===== config.mk =====
export PLATFORM = sky130hd
export DESIGN_NAME = cascade_scheduler
export DESIGN_NICKNAME = d
export VERILOG_FILES = /design/src/rtl/cascade_scheduler.sv
export SDC_FILE = /design/constraint.sdc
export NUM_CORES = 1
export LEC_CHECK = 0
export ABC_AREA = 1
export CAP_MARGIN = 20
export CORE_MARGIN = 3
export CORE_UTILIZATION = 50
export DETAILED_ROUTE_END_ITERATION = 8
export GPL_ROUTABILITY_DRIVEN = 0
export HOLD_SLACK_MARGIN = 0.12
export PLACE_DENSITY = 0.8
export SETUP_SLACK_MARGIN = 0.1
export SLEW_MARGIN = 20
export SYNTH_ARGS = -nofsm -noshare
export SYNTH_HDL_FRONTEND = slang
export SYNTH_SLANG_ARGS = --single-unit
export TNS_END_PERCENT = 1

===== constraint.sdc =====
create_clock -name clk -period 2.6 [get_ports clk]
set_clock_uncertainty 0.2 [all_clocks]
set_input_delay 0.52 -clock clk [delete_from_list [all_inputs] [get_ports clk]]
set_output_delay 0.52 -clock clk [all_outputs]
set_load 0.1 [all_outputs]

===== src/rtl/cascade_scheduler.sv =====
// rtl/cascade_scheduler.sv - frame sequencer for the sliding-window detector
// Accepts window origins, requests window loads, walks cascade stages with early exit, reports detections.
module cascade_scheduler #(
    parameter int IMG_WIDTH  = 41,
    parameter int IMG_HEIGHT = 50,
    parameter int SWEEP_X    = 24,
    parameter int SWEEP_Y    = 24,
    parameter int NUM_STAGES = 25,
    localparam int X_BOUNDARY  = IMG_WIDTH - SWEEP_X,
    localparam int Y_BOUNDARY  = IMG_HEIGHT - SWEEP_Y,
    localparam int NUM_WINDOWS = X_BOUNDARY * Y_BOUNDARY,
    localparam int W_X = $clog2(IMG_WIDTH),
    localparam int W_Y = $clog2(IMG_HEIGHT),
    localparam int W_S = (NUM_STAGES > 1) ? $clog2(NUM_STAGES) : 1,
    localparam int W_C = $clog2(NUM_WINDOWS + 1)
) (
    input  logic           clk,
    input  logic           rst_n,
    input  logic           start,
    output logic           busy,
    output logic           frame_done,
    input  logic           hop_valid,
    output logic           hop_ready,
    input  logic [W_X-1:0] x_hop,
    input  logic [W_Y-1:0] y_hop,
    output logic           load_req,
    output logic [W_X-1:0] load_x,
    output logic [W_Y-1:0] load_y,
    input  logic           load_done,
    output logic           stage_start,
    output logic [W_S-1:0] stage_idx,
    input  logic           stage_done,
    input  logic           stage_pass,
    output logic           det_valid,
    input  logic           det_ready,
    output logic [W_X-1:0] det_x,
    output logic [W_Y-1:0] det_y,
    output logic [W_C-1:0] det_count
);

    typedef enum logic [2:0] {
        S_IDLE,
        S_HOP,
        S_LOAD,
        S_STAGE_START,
        S_STAGE_WAIT,
        S_REPORT,
        S_NEXT,
        S_DONE
    } state_t;

    localparam logic [W_C-1:0] LAST_WIN   = W_C'(NUM_WINDOWS - 1);
    localparam logic [W_S-1:0] LAST_STAGE = W_S'(NUM_STAGES - 1);

    state_t         state_q, state_d;
    logic [W_C-1:0] win_cnt_q, win_cnt_d;
    logic [W_C-1:0] det_count_q, det_count_d;
    logic [W_S-1:0] stage_idx_q, stage_idx_d;
    logic [W_X-1:0] load_x_q, load_x_d;
    logic [W_Y-1:0] load_y_q, load_y_d;
    logic [W_X-1:0] det_x_q, det_x_d;
    logic [W_Y-1:0] det_y_q, det_y_d;
    logic           load_req_q, load_req_d;

    always_comb begin
        state_d     = state_q;
        win_cnt_d   = win_cnt_q;
        det_count_d = det_count_q;
        stage_idx_d = stage_idx_q;
        load_x_d    = load_x_q;
        load_y_d    = load_y_q;
        det_x_d     = det_x_q;
        det_y_d     = det_y_q;
        load_req_d  = 1'b0;

        case (state_q)
            S_IDLE: begin
                if (start) begin
                    state_d     = S_HOP;
                    win_cnt_d   = '0;
                    det_count_d = '0;
                end
            end
            S_HOP: begin
                // hop_ready is decoded from S_HOP, so leaving the state consumes exactly one origin
                if (hop_valid) begin
                    load_x_d   = x_hop;
                    load_y_d   = y_hop;
                    load_req_d = 1'b1;
                    state_d    = S_LOAD;
                end
            end
            S_LOAD: begin
                if (load_done) begin
                    stage_idx_d = '0;
                    state_d     = S_STAGE_START;
                end
            end
            S_STAGE_START: begin
                state_d = S_STAGE_WAIT;
            end
            S_STAGE_WAIT: begin
                if (stage_done) begin
                    if (!stage_pass) begin
                        state_d = S_NEXT;
                    end else if (stage_idx_q == LAST_STAGE) begin
                        det_x_d = load_x_q;
                        det_y_d = load_y_q;
                        state_d = S_REPORT;
                    end else begin
                        stage_idx_d = stage_idx_q + 1'b1;
                        state_d     = S_STAGE_START;
                    end
                end
            end
            S_REPORT: begin
                if (det_ready) begin
                    if (det_count_q != '1) det_count_d = det_count_q + 1'b1;
                    state_d = S_NEXT;
                end
            end
            S_NEXT: begin
                if (win_cnt_q == LAST_WIN) begin
                    state_d = S_DONE;
                end else begin
                    win_cnt_d = win_cnt_q + 1'b1;
                    state_d   = S_HOP;
                end
            end
            S_DONE: begin
                state_d = S_IDLE;
            end
            default: begin
                state_d = S_IDLE;
            end
        endcase
    end

    always_ff @(posedge clk or negedge rst_n) begin
        if (!rst_n) begin
            state_q     <= S_IDLE;
            win_cnt_q   <= '0;
            det_count_q <= '0;
            stage_idx_q <= '0;
            load_x_q    <= '0;
            load_y_q    <= '0;
            det_x_q     <= '0;
            det_y_q     <= '0;
            load_req_q  <= 1'b0;
        end else begin
            state_q     <= state_d;
            win_cnt_q   <= win_cnt_d;
            det_count_q <= det_count_d;
            stage_idx_q <= stage_idx_d;
            load_x_q    <= load_x_d;
            load_y_q    <= load_y_d;
            det_x_q     <= det_x_d;
            det_y_q     <= det_y_d;
            load_req_q  <= load_req_d;
        end
    end

    assign busy        = (state_q != S_IDLE);
    assign hop_ready   = (state_q == S_HOP);
    assign stage_start = (state_q == S_STAGE_START);
    assign det_valid   = (state_q == S_REPORT);
    assign frame_done  = (state_q == S_DONE);
    assign load_req    = load_req_q;
    assign load_x      = load_x_q;
    assign load_y      = load_y_q;
    assign stage_idx   = stage_idx_q;
    assign det_x       = det_x_q;
    assign det_y       = det_y_q;
    assign det_count   = det_count_q;

endmodule


# After elaboration in Yosys (flattened, before gate mapping)

Cells that the tools add are included.
Widths: inputs -> output; s select.

Mux-type cells: 22
Bitwise logic cells: 0
Div/mod/pow operators: 0
$mul: 0
Order comparisons: 0
Equal/unequal tests: 19
Reduce and logical (&&, ||, !) cells: 11
$add $sub $neg: 3
Shifts and indexed selects: 0

Operator list:

| cell                | number |
|---|---|
| $mux 9              | 4 |
| $pmux 9 s2          | 2 |
| $mux 3              | 8 |
| $pmux 3 s8          | 1 |
| $mux 5              | 4 |
| $add 9x1->9 const B | 2 |
| $ne 2x2->1 const B  | 7 |
| $eq 3x3->1 const B  | 4 |
| $pmux 5 s2          | 1 |
| $reduce_and 5->1    | 2 |
| $eq 9x9->1 const B  | 1 |
| $ne 9x9->1 const B  | 1 |
| $reduce_and 4->1    | 2 |
| $eq 3x2->1 const B  | 2 |
| $reduce_bool 2->1   | 3 |
| $add 5x1->5 const B | 1 |
| $eq 5x5->1 const B  | 1 |
| $ne 2x1->1 const B  | 2 |
| $eq 3x1->1 const B  | 1 |
| $logic_not 3->1     | 1 |
| $reduce_and 3->1    | 1 |
| $reduce_bool 3->1   | 1 |
| $mux 1              | 2 |
| $reduce_and 2->1    | 1 |

Bits of input ports: 20
Output and inout bits: 44
Flip-flop bits (word level): 51
Bits in latches: 0
Bits in writable memories: 0
Memories: 0
Bits in read-only memories: 0

# Logic depth before layout (Yosys ltp)

Gate-level depths: netlist of run 1.

Word-level depth: 5
Gate-level depth with buffers: 13
Depth with buffers taken out: 12

# Worst setup path after synthesis of run 1

No wires, ideal clock.

Path kind: register to output
From: reg state_q[2]
To: out frame_done
Required time: 1880 ps
Arrival time: 2660 ps
Setup slack: -780 ps
Cell stages (with the launch flop): 4
Path through: dfrtp_1 inv_2 buf_6 nor3_1

Cells in the longest elaborated chain, start to end: 1

RTL lines:

| element                | RTL line | text |
|---|---|---|
| from (decl)            | 55       | `state_t state_q, state_d;` |
| from (signal assigned) | 151      | `state_q <= state_d;` |
| $eq 3x3->1             | 167      | `assign frame_done = (state_q == S_DONE);` |
| to (decl)              | 21       | `output logic frame_done,` |

No other way between the ends.

# Worst setup path in the final report of run 1

From: reg state_q[2]
To: out stage_start

Cells in the longest elaborated chain, start to end: 1

RTL lines:

| element    | RTL line | text |
|---|---|---|
| $eq 3x2->1 | 165      | `assign stage_start = (state_q == S_STAGE_START);` |
| to (decl)  | 30       | `output logic stage_start,` |

No other way between the ends.

==> impl_metrics.tcl, run 1 <==
set metrics [dict create \
    run_status "complete, no violations" \
    multiInputGateArea_sq_mm 0.00121 \
    synthTopCellsByArea "dfrtp_1 47%, nand2_1 14%, inv_1 5.6%, o21ai_1 5.4%, nand3_1 4.8%" \
    crit_required_ns 1.88 \
    max_freq_mhz 435 \
    vias 2346 \
    place_area_sq_mm 0.00335 \
    grt_use_total_pct 19.8 \
    ys_ff_latch 51 \
    core_sq_mm 0.00517 \
    start_util_pct 52.1 \
    peakVddDrop_mv 0.872 \
    cts_buffer_depth 2 \
    insertion_delay_ns 0.31 \
    postSynth.asyncResetShare_pct 100 \
    cts-resized-gates 0 \
    hpwl_microns 4380 \
    first_global_vias 2228 \
    fin_setup_tns_ns 0 \
    synth_enable_flop_cells 0 \
    crit_type "register to primary output" \
    clkSinkCount 51 \
    ios 64 \
    die-area_sq_mm 0.00630 \
    netlist_instances 338 \
    max_slew_margin_pct 70.5 \
    ant_nets 0 \
    syn-num-nets 364 \
    syn2layout_area_growth_pct 28.8 \
    synth_ff_type "dfrtp_1" \
    synth.distinct_cells 28 \
    rsz0062_at_grt "no" \
    die_w_microns 79.4 \
    sequential_cell_area_sq_mm 0.00128 \
    final_layout_size_suffix_gt1_share_pct 21.2 \
    fin_nets 431 \
    end_kind "primary output" \
    hold_viol 0 \
    initialDrtViolationCount 132 \
    grt_max_degree 26 \
    final_util_pct 67.1 \
    dr.pass1.iters 4 \
    cts_tree "done" \
    power_density_mw_per_mm2 1080 \
    wl_per_cell_microns 12.3 \
    remaining_drc_errors 0 \
    critPathMaxStageDelay_ns 0.45 \
    worstPathArrival_ns 1.58 \
    synth_top_area_share_pct 47.4 \
    total_leakage_power_nw 1.76 \
    worstPathMaxFanout 11 \
    path_cells "inv_2, nand3_1, inv_1, buf_12" \
    via_per_inst 4.93 \
    grt_overflow 0 \
    cts_buffers 5 \
    final_area_sq_mm 0.00347 \
    wl_microns 5840 \
    synth_top_cell_by_area "dfrtp_1" \
    drv_cap 0 \
    syn_area_sq_mm 0.00269 \
    syn_area_per_cell_sq_um 7.97 \
    r2r_start "det_count[0]$_DFFE_PN0P_" \
    synth_warnings 0 \
    slew_viol_final 0 \
    period_needed_ns 2.30 \
    core.rowCount 26 \
    cts_root_buffer "clkbuf_8" \
    fin_crit_sh_pct 88.3 \
    ys_seq_area_share_pct 47.4 \
    hold_class "register to register" \
    htreeDepth 2 \
    crit_slowest_cell "dfrtp_1" \
    diodes 0 \
    worstMarginPinSlew_ns 0.442 \
    startpoint "state_q[2]$_DFFE_PN0P_" \
    grt_pass1_wl_microns 9960 \
    critPathLaunchType "register" \
    finalSetupViolCount 0 \
    antenna_found_initial 0 \
    clk_pin_slew_ns 0.10 \
    nFillCells 423 \
    die_h_microns 79.4 \
    port_buffers 63 \
    hp-start "det_x[4]$_DFFE_PN0P_" \
]
cell usage in the layout, fill, tap and decap left out:
| cell | count |
|---|---|
| nor2_8 | 2 |
| buf_2 | 1 |
| nand3b_1 | 2 |
| nor3_1 | 2 |
| clkinvlp_4 | 1 |
| nor2_4 | 1 |
| nand3_2 | 4 |
| dfrtp_2 | 2 |
| nor2_2 | 2 |
| ha_1 | 6 |
| nor2_1 | 21 |
| nand3b_2 | 1 |
| buf_4 | 42 |
| nand2_4 | 1 |
| dlygate4sd3_1 | 1 |
| inv_6 | 1 |
| dfrtp_1 | 49 |
| nand3_4 | 1 |
| nand4_1 | 3 |
| inv_2 | 4 |
| o21ai_2 | 3 |
| bufinv_16 | 1 |
| o21ai_1 | 29 |
| a21oi_2 | 1 |
| nand2_2 | 4 |
| or2_2 | 3 |
| nand2_1 | 104 |
| xor2_1 | 4 |
| nand3_1 | 26 |
| inv_1 | 40 |
| buf_12 | 5 |
| clkdlybuf4s50_1 | 18 |
| nor3_4 | 1 |
| o21ai_0 | 14 |
| a31oi_1 | 1 |
| clkbuf_8 | 5 |
timing repair:
action / 4_1_cts / 5_1_grt
endpoints found under the setup margin: 0 / 0
setup buffers: 0 / 0
endpoints found under the hold margin: 10 / 0
hold buffers: 1 / 0
per-layer routing:
metal	up-vias	GRT usage, %	part of all wire, %
li1	1200	-	-
met1	1077	25.7	45
met2	58	32.1	47
met3	11	5.64	6.0
met4	0	6.19	1.7
met5	-	0	0
path summary, 6_finish.rpt:
| check | endpoint | cells after the start | slack [ns] |
|---|---|---|---|
| min in group asynchronous | load_y[2]$_DFFE_PN0P_ | 2 | 0.41 |
| max in group asynchronous | det_x[5]$_DFFE_PN0P_ | 3 | 1.21 |
| worst max register to register | det_count[0]$_DFFE_PN0P_ | 12 | 0.50 |
| worst max-delay path | stage_start | 4 | 0.30 |
| worst min-delay path | det_x[4]$_DFFE_PN0P_ | 2 | 0.31 |
| worst min register to register | det_x[4]$_DFFE_PN0P_ | 2 | 0.31 |
critical path, delay by kind of cell (launching register included):
family,cells,cell delay [ns]
AND/OR/NAND/NOR,1,0.18
buffers and inverters,3,0.65
flip-flops,1,0.45
power by group:
| part | internal, mW | switching (mW) |
|---|---|---|
| Clock | 0.290 | 0.278 |
| Combinational | 0.474 | 1.65 |
| Sequential | 0.933 | 0.111 |
| Total | 1.70 | 2.04 |
kinds of logic after synthesis:
family                   count (synthesis)  share of synthesized area [%]
AND/OR/NAND/NOR                        178                           31.0
adder cells (fa/ha/maj)                  6                           2.79
AO/OA/AOI/OAI                           48                           9.52
XOR/XNOR                                 4                           1.30
flip-flops                              51                           47.4
buffers and inverters                   51                           7.99
stage by stage:
step           worst slack (ns)  power (mW)  instances  hold slack (ns)
2_1_floorplan            0.0955        2.71        338           0.0244
3_3_place_gp              0.501        3.15        467            0.209
3_5_place_dp              0.420        3.19        467            0.209
4_1_cts                   0.288        3.77        476            0.309
5_1_grt                   0.199        3.93        476            0.332
6_report                  0.304        3.74        476            0.309
Yosys cell counts (4+ instances only):
| cell | n |
|---|---|
| inv_2 | 4 |
| nand2_1 | 104 |
| xor2_1 | 4 |
| nand2_2 | 4 |
| ha_1 | 6 |
| nand3_2 | 4 |
| o21ai_0 | 14 |
| buf_2 | 4 |
| inv_1 | 40 |
| nand3_1 | 26 |
| o21ai_1 | 29 |
| nor2_1 | 21 |
| dfrtp_1 | 51 |
registers in the layout, indices dropped and copies added (netlist names):
name,count
load_x,6
stage_idx,5
state_q,3
load_req,1
det_x,6
det_count,9
load_y,6
det_y,6
win_cnt_q,9
cell type report:
cell class	instances	area share (%)
inverter	44	4.76
timing repair buffer	67	17.6
sequential	51	36.8
clock inverter	3	1.33
multi-input combinational	236	35.0
tap	70	2.52
clock buffer	5	1.98
Power figures use the tool's default switching activity.
==> inputs of run 2 (changes only) <==
- MAX_ROUTING_LAYER: default -> met4
==> impl_metrics.tcl, run 2 (same netlist as run 1, synthesis figures left out) <==
set metrics [dict create \
    cts_buffers 5 \
    critPathMaxStageDelay_ns 0.45 \
    grt_overflow 0 \
    grt_use_total_pct 20.3 \
    die_h_microns 79.4 \
    slew_viol_final 0 \
    ant_nets 0 \
    diodes 0 \
    drv_cap 0 \
    end_kind "primary output" \
    finalSetupViolCount 0 \
    cts_buffer_depth 2 \
    cts_root_buffer "clkbuf_8" \
    hold_buffers 1 \
    insertion_delay_ns 0.31 \
    clkSinkCount 51 \
    crit_buf_inv 3 \
    initialDrtViolationCount 141 \
    first_global_vias 2229 \
    die_w_microns 79.4 \
    htreeDepth 2 \
    postCtsSetupRepairBufs 0 \
    total_power_mw 3.74 \
    total_leakage_power_nw 1.76 \
    max_slew_margin_pct 70.3 \
    core_sq_mm 0.00517 \
    grt_pass1_wl_microns 9960 \
    max_freq_mhz 436 \
    peakVddDrop_mv 0.872 \
    grt_max_degree 26 \
    nFillCells 423 \
    worstPathArrival_ns 1.58 \
    remaining_drc_errors 0 \
    rsz0062_at_grt "no" \
    crit_required_ns 1.88 \
    final_layout_size_suffix_gt1_share_pct 21.2 \
    power_density_mw_per_mm2 1080 \
    dr.pass1.iters 4 \
    path_cells "inv_2, nand3_1, inv_1, buf_12" \
    cts_tree "done" \
    worstPathMaxFanout 11 \
    clk_pin_slew_ns 0.10 \
    fin_setup_tns_ns 0 \
    wl_per_cell_microns 12.3 \
    antenna_found_initial 0 \
    ios 64 \
    worstMarginPinSlew_ns 0.446 \
    wl_microns 5860 \
    cts-resized-gates 0 \
    core.rowCount 26 \
    crit_slowest_cell "dfrtp_1" \
    start_util_pct 52.1 \
    run_status "complete, no violations" \
    syn2layout_area_growth_pct 28.8 \
    hpwl_microns 4380 \
    hold_viol 0 \
    fin_crit_sh_pct 88.3 \
    final_common_cell "nand2_1" \
    critical-path-top-delay-family "buffers and inverters" \
    die-area_sq_mm 0.00630 \
    crit_type "register to primary output" \
    final_cell_mix "104 x nand2_1, 49 x dfrtp_1, 42 x buf_4" \
    critPathLaunchType "register" \
    hold_class "register to register" \
    via_per_inst 4.95 \
    fin_nets 431 \
    period_needed_ns 2.30 \
    port_buffers 63 \
    vias 2355 \
]
run 2: cell counts in the layout (fill, tap and decap cells not counted):
Identical to the previous run, type by type.
run 2: path summary, 6_finish.rpt:
kind	startpoint	to	slack, ns	cells past startpoint
max	state_q[2]$_DFFE_PN0P_	stage_start	0.30	4
max in group asynchronous	rst_n	det_x[5]$_DFFE_PN0P_	1.21	3
min reg2reg	det_x[4]$_DFFE_PN0P_	det_x[4]$_DFFE_PN0P_	0.31	2
min	det_x[4]$_DFFE_PN0P_	det_x[4]$_DFFE_PN0P_	0.31	2
min in group asynchronous	rst_n	load_y[2]$_DFFE_PN0P_	0.41	2
max reg2reg	det_count[0]$_DFFE_PN0P_	det_count[0]$_DFFE_PN0P_	0.50	12
run 2: per-stage QoR:
step | setup slack, ns | area [sq um] | utilization, % | hold slack [ns] | std cells
6_report | 0.304 | 3470 | 67.1 | 0.309 | 476
5_1_grt | 0.199 | 3470 | 67.1 | 0.332 | 476
4_1_cts | 0.288 | 3470 | 67.1 | 0.309 | 476
3_5_place_dp | 0.420 | 3350 | 64.7 | 0.209 | 467
3_3_place_gp | 0.501 | 3350 | 64.7 | 0.209 | 467
2_1_floorplan | 0.0955 | 2710 | - | 0.0244 | 338
run 2: final cells by class:
cell class / instances / area, sq um / area share [%]
Sequential cell: 51 / 1280 / 36.8
Multi-Input combinational cell: 236 / 1210 / 35.0
Timing Repair Buffer: 67 / 611 / 17.6
Inverter: 44 / 165 / 4.76
Tap cell: 70 / 87.6 / 2.52
Clock buffer: 5 / 68.8 / 1.98
Clock inverter: 3 / 46.3 / 1.33
run 2: power by group:
| group | switching (mW) | internal, mW | total (mW) | leakage (nW) |
|---|---|---|---|---|
| clock | 0.278 | 0.290 | 0.568 | 0.0548 |
| sequential | 0.111 | 0.933 | 1.04 | 0.682 |
| combinational | 1.65 | 0.474 | 2.12 | 1.02 |
| total | 2.04 | 1.70 | 3.74 | 1.76 |
run 2: tightest hold or removal path: stages, from the launching register on:
cell,delay (ns)
dfrtp_1,0.36
nand2_1,0.05
o21ai_1,0.06
run 2: layer usage:
layer,global-route usage [%],vias to the layer above,routed length (microns)
li1,-,1200,-
met1,26.1,1083,2670
met2,32.1,61,2750
met3,4.97,11,340
met4,6.19,0,98
met5,-,-,0
